<file path="src/rtl/bcd_display_mux.sv">
// Time-multiplexed driver for a 4-digit common-anode seven-segment display.
// The BCD inputs are captured once per frame so that a display frame never mixes old and new digits.
module bcd_display_mux #(
  parameter int REFRESH_DIV = 100000,
  parameter bit BLANK_LZ    = 1'b1
) (
  input  logic       clk,
  input  logic       reset,
  input  logic [3:0] BCD3,
  input  logic [3:0] BCD2,
  input  logic [3:0] BCD1,
  input  logic [3:0] BCD0,
  input  logic [3:0] dp_en,
  output logic [6:0] seg,
  output logic       dp,
  output logic [3:0] an
);

  localparam int PW = (REFRESH_DIV > 2) ? $clog2(REFRESH_DIV) : 1;
  localparam logic [PW-1:0] PMAX = PW'(REFRESH_DIV - 1);

  logic [PW-1:0]   presc;
  logic [1:0]      idx;
  logic            tick;
  logic [3:0][3:0] snap_bcd;
  logic [3:0]      snap_dp;
  logic [3:0]      blank;
  logic            live;
  logic [3:0]      an_p0;
  logic [6:0]      seg_p0;
  logic            dp_p0;

  // Active-low {g,f,e,d,c,b,a}; non-decimal codes show a lone dash on g.
  function automatic logic [6:0] seg_decode(input logic [3:0] v);
    case (v)
      4'd0:    seg_decode = 7'b1000000;
      4'd1:    seg_decode = 7'b1111001;
      4'd2:    seg_decode = 7'b0100100;
      4'd3:    seg_decode = 7'b0110000;
      4'd4:    seg_decode = 7'b0011001;
      4'd5:    seg_decode = 7'b0010010;
      4'd6:    seg_decode = 7'b0000010;
      4'd7:    seg_decode = 7'b1111000;
      4'd8:    seg_decode = 7'b0000000;
      4'd9:    seg_decode = 7'b0010000;
      default: seg_decode = 7'b0111111;
    endcase
  endfunction

  assign tick = (presc == PMAX);

  // A digit stays lit once any digit or decimal point at or above it is non-zero.
  always_comb begin
    blank = 4'b0000;
    live  = 1'b0;
    for (int k = 3; k >= 1; k--) begin
      live     = live | (snap_bcd[k] != 4'd0) | snap_dp[k];
      blank[k] = BLANK_LZ & ~live;
    end
  end

  always_comb begin
    an_p0  = 4'b1111;
    seg_p0 = seg_decode(snap_bcd[idx]);
    dp_p0  = 1'b1;
    if (!blank[idx]) begin
      an_p0 = ~(4'b0001 << idx);
      dp_p0 = ~snap_dp[idx];
    end
  end

  // Stage p0 -> registered display outputs
  always_ff @(posedge clk) begin
    if (reset) begin
      presc    <= '0;
      idx      <= 2'd0;
      snap_bcd <= '0;
      snap_dp  <= 4'b0000;
      an       <= 4'b1111;
      seg      <= 7'b1111111;
      dp       <= 1'b1;
    end else begin
      presc <= tick ? '0 : presc + 1'b1;
      if (tick) begin
        idx <= idx + 2'd1;
        if (idx == 2'd3) begin
          snap_bcd <= {BCD3, BCD2, BCD1, BCD0};
          snap_dp  <= dp_en;
        end
      end
      an  <= an_p0;
      seg <= seg_p0;
      dp  <= dp_p0;
    end
  end

endmodule

</file>
<file path="config.mk">
export PLATFORM = sky130hd
export DESIGN_NAME = bcd_display_mux
export DESIGN_NICKNAME = d
export VERILOG_FILES = /design/src/rtl/bcd_display_mux.sv
export SDC_FILE = /design/constraint.sdc
export NUM_CORES = 1
export LEC_CHECK = 0
export ABC_CLOCK_PERIOD_IN_PS = 3200
export CORE_AREA = 2 2 71 73
export DETAILED_ROUTE_END_ITERATION = 8
export DIE_AREA = 0 0 73 75
export PLACE_DENSITY = 0.77
export SLEW_MARGIN = 25
export SYNTH_ARGS = -nofsm -noshare
export SYNTH_HDL_FRONTEND = slang
export SYNTH_SLANG_ARGS = --single-unit
</file>
<file path="constraint.sdc">
create_clock -name clk -period 3.2 [get_ports clk]
set_input_delay 0.64 -clock clk [delete_from_list [all_inputs] [get_ports clk]]
set_output_delay 0.64 -clock clk [all_outputs]
set_load 0.01 [all_outputs]
</file>
==> impl_metrics.toml <==
[global_route]
use_met1_pct = 22.4
grt-busiest-layer = "met2"
grt_pass1_wl_mm = 7.38
gr-total-overflow = 0
met3_usage_pct = 4.28
grt_max_degree = 53
grt_util_all_layers_pct = 17.3
antenna_found_initial = 0
grt.met2_usage_pct = 27.7
grt_pass1_vias = 1676

[layout]
drive_gt1_share_pct = 7.75
fillCellCount = 389
final_area_um2 = 2910
diodes = 0
syn_to_final_growth_pct = 17.1
final_nets = 315
multi_input_area_um2 = 1330
register_area_um2 = 1020

[sta]
max_freq_mhz = 449
hold_viol_final = 0
worst_pin_slew_ns = 0.570
period_minus_slack_ns = 2.23
finalClockSkew_ns = 0.00506
rsz0062_at_grt = "no"
relSlewSlack_pct = 62.0
fin_crit_sh_pct = 69.6
setup_violations = 0
slew_violations = 0
tns_ns = 0

[pwr]
p_per_area_nw_per_um2 = 385
totalPowerFinal_mw = 1.12
leakage_nw = 1.05
peakVddDrop_mv = 0.207

[hold_path]
min_path_type = "register to register"

[job]
cap_viol_max_count = 0

[cts]
hold_buffers = 0
cts_tree = "done"
cts.sinks = 51
post_cts_buffers = 0
cts_buffers = 5
clk_pin_slew_ns = 0.09
cts.path.max_buffers = 2
clock_latency_ns = 0.30
cts.repair.resized = 0
cts_htree_levels = 2
cts-root-buf = "clkbuf_8"

[detailed_routing]
finalWirelength_mm = 4.15
first_pass_iters = 4
drtIter0Drc = 70
vias = 1743
drc = 0
routed_via_density = 5.16
drtAntennaViolNets = 0
wl_per_cell_um = 12.3

[setup_path]
crit_arrival_ns = 2.46
start_kind = "register"
crit_fanout = 12
setup.worst_path.class = "register to register"
worstPathRequired_ns = 3.44
cp-end-kind = "register"

[floorplan]
start_util_pct = 53.4
die_width_um = 73
dieHeight_um = 75
rows = 25
core-area_um2 = 4660
io_pins = 34
die_area_um2 = 5480

[synth]
netlist_area_um2 = 2490
synth_fp_nets = 286
syn_area_per_cell_um2 = 9.79
synth-edff-count = 0
synth_cells = 254
yosysWarnings = 0
ys_seq_elements = 51
synthFlopType = "dfxtp_1"
async_reset_ff_share_pct = 0
ys_seq_area_share_pct = 41.0
yosysUniqueCellTypes = 40

[placed_design]
placed_area_um2 = 2810
io_buffers = 33
place_hpwl_mm = 3.03
gp_congestion = 0.779

[run_status]
status = "completed"
==> placed cells by master (no fill, tap or decap), types with 2 or more instances in the layout <==
cell type / count
o21ai_0: 10
or3_1: 2
nand3_1: 4
ha_1: 10
xor2_1: 9
a21oi_1: 6
o31ai_1: 3
nand4_1: 6
dfxtp_1: 51
mux4_2: 5
o21a_1: 2
nand2b_1: 43
buf_4: 2
clkdlybuf4s50_1: 33
nor3_1: 2
nor2_1: 20
and3_1: 3
mux2i_1: 23
nor2b_1: 3
xnor2_1: 2
nand2_1: 8
inv_1: 12
or4_1: 2
clkbuf_8: 7
==> power breakdown <==
part           internal, mW  total [mW]  leakage [nW]  switching (mW)
Combinational        0.0466      0.0732         0.585          0.0266
Sequential            0.642       0.645         0.414         0.00324
Clock                 0.197       0.404        0.0505           0.207
==> area by class of cell <==
cell class	instances	area share, %
flip-flops and latches	51	35.1
inverters	12	1.55
multi-input cells	178	45.7
clock inverters	1	0.258
repair buffers	35	11.9
clock buffers	7	3.31
well taps	54	2.32
==> synthesized netlist by cell type, types with 2 or more instances <==
cell type	count	area, um^2
xnor2_1	2	17.5
nor3_1	2	10.0
mux4_2	5	113
clkbuf_1	6	22.5
nand4_1	6	37.5
nand2b_1	43	269
or4_1	2	15.0
ha_1	10	125
o31ai_1	3	22.5
nor2b_1	3	18.8
or3_1	2	12.5
mux2i_1	23	230
buf_6	5	56.3
o21ai_0	10	50.1
a21oi_1	6	30.0
and3_1	3	18.8
nand3_1	4	20.0
nor2_1	20	75.1
dfxtp_1	51	1020
o21a_1	2	15.0
xor2_1	9	78.8
nand2_1	8	30.0
inv_1	12	45.0
==> cells by family after synthesis <==
family,count (synthesis),share of synthesized area [%]
AOI/OAI and AO/OA,25,6.04
xor gates and xnor gates,11,3.87
adders and majority gates,10,5.03
buffers and inverters,25,5.48
DFF,51,41.0
muxes,28,13.8
and+or+nand+nor,104,24.7
==> layer usage <==
metal | vias to the layer above | part of all wire (%)
met1 | 782 | 48
met4 | 0 | 2.5
met5 | - | 0
li1 | 913 | -
met3 | 10 | 3.9
met2 | 38 | 45
==> worst max-delay path, cell delays in order, from the launching register on <==
cell     delay [ns]
dfxtp_1        0.36
ha_1           0.21
and4_1         0.28
nand4_1        0.24
nor2_2         0.52
buf_4          0.34
mux2i_1        0.20
==> state kept, by name (all words and copies together) (netlist names) <==
name / count
an: 4
snap_dp: 4
seg: 7
idx: 2
dp: 1
presc: 17
snap_bcd: 16
==> through the flow <==
stage / worst slack (ns) / instances / util (%) / hold WS (ns)
4_1_cts: 0.958 / 338 / 62.5 / 0.452
2_1_floorplan: 1.38 / 254 / - / 0.413
6_report: 0.974 / 338 / 62.5 / 0.453
3_5_place_dp: 0.993 / 330 / 60.3 / 0.438
3_3_place_gp: 1.05 / 330 / 60.3 / 0.422
5_1_grt: 0.697 / 338 / 62.5 / 0.487
==> path summary, 6_finish.rpt <==
path                  startpoint                        to  slack, ns  cells after the start
max          presc[0]$_SDFF_PP0_  snap_bcd[3]$_SDFFE_PP0P_       0.97                      6
min reg2reg  presc[0]$_SDFF_PP0_       presc[0]$_SDFF_PP0_       0.45                      1
max reg2reg  presc[0]$_SDFF_PP0_  snap_bcd[3]$_SDFFE_PP0P_       0.97                      6
min          presc[0]$_SDFF_PP0_       presc[0]$_SDFF_PP0_       0.45                      1
Note: power is estimated with default switching activity, not from simulation.
